===== src/rtl/conv_layer_sequencer.sv =====
// Layer sequencer for a 3x3 conv datapath: walks every (out_ch, in_ch) pass, then drains each output map.
// Optional pass/drain watchdog enabled by defining CONV_SEQ_WATCHDOG_EN.
module conv_layer_sequencer #(
  parameter int unsigned TIMEOUT_CYCLES = 1048576
) (
  input  logic        clk,
  input  logic        aresetn,
  input  logic        start,
  input  logic [7:0]  Image_size,
  input  logic [8:0]  in_channels,
  input  logic [8:0]  out_channels,
  output logic        pass_start,
  output logic        pass_first,
  output logic        pass_last,
  input  logic        pass_done,
  output logic [8:0]  in_ch_idx,
  output logic [8:0]  out_ch_idx,
  output logic [15:0] kernel_base,
  output logic        drain_start,
  input  logic        drain_done,
  output logic        busy,
  output logic        layer_done,
  output logic        error
);

  typedef enum logic [2:0] {
    S_IDLE,
    S_CHECK,
    S_LAUNCH,
    S_WAIT_PASS,
    S_DRAIN,
    S_WAIT_DRAIN,
    S_DONE,
    S_FAULT
  } state_t;

  state_t      state_q, state_d;
  logic [7:0]  img_q;
  logic [8:0]  cin_q, cout_q;
  logic [8:0]  in_idx_q, in_idx_d;
  logic [8:0]  out_idx_q, out_idx_d;
  logic [15:0] kb_q, kb_d;
  logic        err_q, err_d;
  logic        pass_start_q, pass_first_q, pass_last_q;
  logic        drain_start_q, busy_q, layer_done_q;
  logic        cfg_ok, more_in, more_out, wd_expire;

  assign cfg_ok = (img_q inside {8'd4, 8'd8, 8'd16, 8'd32, 8'd64, 8'd128}) &&
                  (cin_q inside {9'd64, 9'd128, 9'd256}) &&
                  (cout_q inside {9'd64, 9'd128, 9'd256});
  assign more_in  = (in_idx_q + 9'd1) < cin_q;
  assign more_out = (out_idx_q + 9'd1) < cout_q;

  // Passes run in kernel-address order, so out*in_channels+in advances by exactly one per pass.
  always_comb begin
    state_d   = state_q;
    in_idx_d  = in_idx_q;
    out_idx_d = out_idx_q;
    kb_d      = kb_q;
    err_d     = err_q;
    unique case (state_q)
      S_IDLE: begin
        if (start) begin
          state_d   = S_CHECK;
          err_d     = 1'b0;
          in_idx_d  = '0;
          out_idx_d = '0;
          kb_d      = '0;
        end
      end
      S_CHECK: begin
        if (cfg_ok) begin
          state_d = S_LAUNCH;
        end else begin
          state_d = S_FAULT;
          err_d   = 1'b1;
        end
      end
      S_LAUNCH: state_d = S_WAIT_PASS;
      S_WAIT_PASS: begin
        if (pass_done) begin
          if (more_in) begin
            in_idx_d = in_idx_q + 9'd1;
            kb_d     = kb_q + 16'd1;
            state_d  = S_LAUNCH;
          end else begin
            state_d = S_DRAIN;
          end
        end else if (wd_expire) begin
          state_d = S_FAULT;
          err_d   = 1'b1;
        end
      end
      S_DRAIN: state_d = S_WAIT_DRAIN;
      S_WAIT_DRAIN: begin
        if (drain_done) begin
          if (more_out) begin
            in_idx_d  = '0;
            out_idx_d = out_idx_q + 9'd1;
            kb_d      = kb_q + 16'd1;
            state_d   = S_LAUNCH;
          end else begin
            state_d = S_DONE;
          end
        end else if (wd_expire) begin
          state_d = S_FAULT;
          err_d   = 1'b1;
        end
      end
      S_DONE: begin
        state_d   = S_IDLE;
        in_idx_d  = '0;
        out_idx_d = '0;
        kb_d      = '0;
      end
      S_FAULT: state_d = S_IDLE;
      default: state_d = S_IDLE;
    endcase
  end

  always_ff @(posedge clk) begin
    if (!aresetn) begin
      state_q       <= S_IDLE;
      img_q         <= '0;
      cin_q         <= '0;
      cout_q        <= '0;
      in_idx_q      <= '0;
      out_idx_q     <= '0;
      kb_q          <= '0;
      err_q         <= 1'b0;
      pass_start_q  <= 1'b0;
      pass_first_q  <= 1'b0;
      pass_last_q   <= 1'b0;
      drain_start_q <= 1'b0;
      busy_q        <= 1'b0;
      layer_done_q  <= 1'b0;
    end else begin
      state_q   <= state_d;
      in_idx_q  <= in_idx_d;
      out_idx_q <= out_idx_d;
      kb_q      <= kb_d;
      err_q     <= err_d;
      if (state_q == S_IDLE && start) begin
        img_q  <= Image_size;
        cin_q  <= in_channels;
        cout_q <= out_channels;
      end
      pass_start_q  <= (state_d == S_LAUNCH);
      drain_start_q <= (state_d == S_DRAIN);
      layer_done_q  <= (state_d == S_DONE);
      busy_q        <= !(state_d inside {S_IDLE, S_FAULT});
      // Pass flags are set on entry to LAUNCH and held through the pass and the drain that follows.
      if (state_d == S_LAUNCH && state_q != S_LAUNCH) begin
        pass_first_q <= (in_idx_d == '0);
        pass_last_q  <= ((in_idx_d + 9'd1) == cin_q);
      end else if (state_d == S_DONE || state_d == S_FAULT) begin
        pass_first_q <= 1'b0;
        pass_last_q  <= 1'b0;
      end
    end
  end

`ifdef CONV_SEQ_WATCHDOG_EN
  logic [31:0] wd_q;
  logic        in_wait;

  assign in_wait   = (state_q == S_WAIT_PASS) || (state_q == S_WAIT_DRAIN);
  assign wd_expire = in_wait && (wd_q == (TIMEOUT_CYCLES - 32'd1));

  // Restarts on every entry to a wait state; counts only while the wait persists.
  always_ff @(posedge clk) begin
    if (!aresetn) begin
      wd_q <= '0;
    end else if (in_wait && state_d == state_q) begin
      wd_q <= wd_q + 32'd1;
    end else begin
      wd_q <= '0;
    end
  end
`else
  assign wd_expire = 1'b0;
`endif

  assign pass_start  = pass_start_q;
  assign pass_first  = pass_first_q;
  assign pass_last   = pass_last_q;
  assign drain_start = drain_start_q;
  assign busy        = busy_q;
  assign layer_done  = layer_done_q;
  assign error       = err_q;
  assign in_ch_idx   = in_idx_q;
  assign out_ch_idx  = out_idx_q;
  assign kernel_base = kb_q;

endmodule


===== config.mk =====
export PLATFORM = sky130hd
export DESIGN_NAME = conv_layer_sequencer
export DESIGN_NICKNAME = d
export VERILOG_FILES = /design/src/rtl/conv_layer_sequencer.sv
export SDC_FILE = /design/constraint.sdc
export NUM_CORES = 1
export LEC_CHECK = 0
export ABC_AREA = 1
export CAP_MARGIN = 20
export CORE_ASPECT_RATIO = 1.2
export CORE_MARGIN = 10
export CORE_UTILIZATION = 50
export CTS_BUF_LIST = sky130_fd_sc_hd__clkbuf_2 sky130_fd_sc_hd__clkbuf_4 sky130_fd_sc_hd__clkbuf_8
export CTS_CLUSTER_DIAMETER = 200
export DETAILED_ROUTE_END_ITERATION = 12
export PLACE_DENSITY = 0.79
export SLEW_MARGIN = 30
export SYNTH_ARGS = -nofsm -noshare
export SYNTH_HDL_FRONTEND = slang
export SYNTH_SLANG_ARGS = --single-unit

===== constraint.sdc =====
create_clock -name clk -period 6.3 [get_ports clk]
set_input_delay 1.26 -clock clk [delete_from_list [all_inputs] [get_ports clk]]
set_output_delay 1.26 -clock clk [all_outputs]
set_load 0.1 [all_outputs]

==> metrics.md <==
| Metric | Value |
|---|---|
| Status | finished clean |
| Seq cells post-synth | 70 |
| Root buffer cell | clkbuf_8 |
| Leakage Power | between 2 and 2.5 nW |
| Post-CTS setup buffer count | 0 |
| CP max FO | 6 |
| Total CTS buffers | 9 |
| Post-synth top area share | 0.331 |
| Post-Synthesis Cell Area | ~4200 µm² |
| Core Rows | 36 |
| CP Capture Point | pass_last$_SDFFE_PN0P_ |
| Share of layout cells above drive strength 1 | 0.0757 |
| Slew @ Worst Pin | approximately 1000 ps |
| Worst flop-to-flop path endpoint | pass_last$_SDFFE_PN0P_ |
| ANT cells | 0 |
| Hold-fix buffers, CTS | 0 |
| Power Dens Cells | slightly below 400 nW/µm² |
| WP data arrival | roughly 4300 ps |
| Largest cells by area after synthesis | dfxtp_1 33%, nand2_1 12%, inv_1 7.5%, nor2_1 6.6%, ha_1 6.2% |
| Post-synthesis mux area share | 0 |
| Avg Inst Size Synth | 6.79 µm² |
| Critical path class | flop to flop |
| EDFF count, synth | 0 |
| Critical Path Slowest Stage Cell | dfxtp_1 |
| GRT Total Usage | 0.168 |
| Largest net degree at the start of global routing | between 50 and 60 |
| First-pass GRT wire length | between 15,000 and 20,000 µm |
| Grt total ovfl | 0 |
| Worst Hold Class | flop to flop |
| Slack of the worst reg-to-reg path | 2270 ps |
| Crit Reg-Reg Startpoint | out_ch_idx[0]$_SDFFE_PN0P_ |
| Final routed DRC violation total | 0 |
| Peak VDD IR | roughly 190 µV |
| Final setup fails | 0 |
| Synth warn | 0 |
| Number of filler cells placed in the layout | ~760 |
| Placed wire-length estimate | 8640 µm |
| Vias per std cell | 5.05 |
| Antenna Violating Nets Remaining | 0 |
| Fin crit period | approximately 4000 ps |
| Die Span X | approximately 100 µm |
| Hold slack | approximately 460 ps |
| Peak Freq | ~250 MHz |
| Syn Nets | around 680 |
| Final wirelength | between 10,000 and 15,000 µm |
| Initial DRC count | roughly 190 |
| Area Growth Syn to Fin | 24.8% |
| Initial antenna violation count | 0 |
| Detailed-route wire length per cell | approximately 13 µm |
| Clock sink count | 70 |
| Finished Cell Area | 5280 µm² |
| Crit. End Element | flop |
| Hold Fails Final Rpt | 0 |
| Max-cap check violation count | 0 |
| RSZ-0062 raised after global routing | no |
| Clock latency on the worst-skew pair | 350 ps |
| Register area | between 1000 and 1500 µm² |
| # resized after CTS | 0 |
| Ports | a little over 70 |
| Most frequent cell after synthesis | nand2_1 |
| Clk_skew | 4.86 ps |
| # port buffers | 71 |
| Number of global-route vias before repair | between 3,000 and 4,000 |
| Post-Route Setup TNS | 0 ps |
| CP startpoint | out_ch_idx[0]$_SDFFE_PN0P_ |
| Post-synthesis cell type count | 43 |
| # nets final | between 700 and 800 |
| Starting Density | 0.516 |
| CP max stage delay | 450 ps |
| R2R cell count | 28 |
| Register area share after synthesis | 0.331 |
| Worst EP required | between 6000 and 7000 ps |
| Synth area leader | dfxtp_1 |
| Most used DFF post-synth | dfxtp_1 |
| Area of the multi-input gates | 2420 µm² |
| Final core occ | 0.644 |
| XOR/XNOR Fraction of Synth Area | 0.0311 |
| Most used cell, CP | nand2_1 |
| Die Y | 121 µm |
| Final period utilization | 0.639 |
| Asr flop ratio synth | 0 |
| Placement Cell Area | about 5000 µm² |
| Slew Limit Fails | 0 |
| Adder-Cell Fraction of Synth Area | 0.0621 |
| Synth Area in Compound Gates | 0.154 |
| Max clock buf depth | 2 |
| Most frequent cells after synthesis | 131 x nand2_1, 85 x inv_1, 74 x nor2_1 |
| Via count | between 4,000 and 5,000 |
| Crit start category | flop |
| Setup slack at placement | about 2300 ps |
| Clock-pin slew on the worst setup and hold paths | roughly 80 ps |
| Core area | 8200 µm² |
| CTS tree | done |
| Post-synthesis simple-gate area fraction | 0.324 |
| H-Tree Depth | 3 |
| Drt first pass iters | 5 |
| Post-Syn Instances | slightly above 600 |
| Placer Congestion | ~0.94 |
| Setup ws final | 2270 ps |
| Largest family of logic cells by synthesized area | simple AND/OR/NAND/NOR gates |
| Total Die Area | ~13,000 µm² |
| Slew HR | 0.326 |
-- worst min path at each step --
stage | startpoint | endpoint | cells after the start
after floorplan | cout_q[0]$_SDFFE_PN0P_ | cout_q[0]$_SDFFE_PN0P_ | 2
after global placement | img_q[1]$_SDFFE_PN0P_ | img_q[1]$_SDFFE_PN0P_ | 2
final | error$_SDFFE_PN0P_ | error$_SDFFE_PN0P_ | 2
after global routing | img_q[2]$_SDFFE_PN0P_ | img_q[2]$_SDFFE_PN0P_ | 2
after CTS | error$_SDFFE_PN0P_ | error$_SDFFE_PN0P_ | 2
after detailed placement | error$_SDFFE_PN0P_ | error$_SDFFE_PN0P_ | 2
-- registers in the layout, indices dropped and copies added, names as in the netlist, 3 cells and up --
register and flops:
kernel_base 16, cout_q 9, state_q 3, img_q 8
cin_q 9, in_ch_idx 9, out_ch_idx 9
-- cells in the final DEF, fill, tap and decap left out, drive strengths merged, types with 4 or more instances in the layout --
cell	Yosys	final
clkbuf	11	11
nand4	10	10
clkinv	3	4
nand2	138	138
xor2	10	10
xnor2	5	5
inv	92	93
clkdlybuf4s50	0	71
nor3	16	16
a211oi	4	4
o21ai	43	43
a32oi	7	7
nor2	85	85
nand3	39	39
a21oi	46	46
dfxtp	70	70
ha	21	21
-- metal layers --
layer / share of wire / track usage / wire (µm) / vias up
met3: 0.046 / 0.0489 / 493 / 15
met4: 0.020 / 0.0540 / 208 / 0
met5: 0 / 0 / 0 / -
met2: 0.50 / 0.305 / 5370 / 90
met1: 0.43 / 0.185 / 4600 / 1838
li1: - / - / - / 2170
-- power breakdown --
group          leakage, nW  switching, mW  internal [mW]
registers            0.571         0.0669          0.530
clock network        0.113          0.173          0.239
logic                 1.53          0.739          0.312
-- stage by stage --
stage	cells	power (mW)
after floorplan	623	1.42
after global placement	798	1.64
after detailed placement	798	1.66
after CTS	814	2.07
after global routing	814	2.23
final	814	2.06
-- critical path: cells and delay by family (launching register included) --
family                   cells  cell delay, ps
AO/OA/AOI/OAI                2             290
XOR/XNOR                     1             240
adder cells (fa/ha/maj)      3             770
buffers and inverters        3             210
flip-flops                   1             450
AND/OR/NAND/NOR             19            1970
-- final cells by class --
cell class	instances	area share
Multi-Input combinational cell	445	0.458
Clock inverter	5	0.0154
Clock buffer	11	0.0275
Tap cell	114	0.0270
Timing Repair Buffer	74	0.139
Sequential cell	70	0.266
Inverter	95	0.0676
-- kinds of logic after synthesis --
| kind of cell | after synthesis |
|---|---|
| simple gates | 295 |
| compound gates | 114 |
| xor+xnor | 15 |
| flops | 70 |
| buf+inv | 108 |
| fa+ha+maj | 21 |
Power figures use the tool's default switching activity.
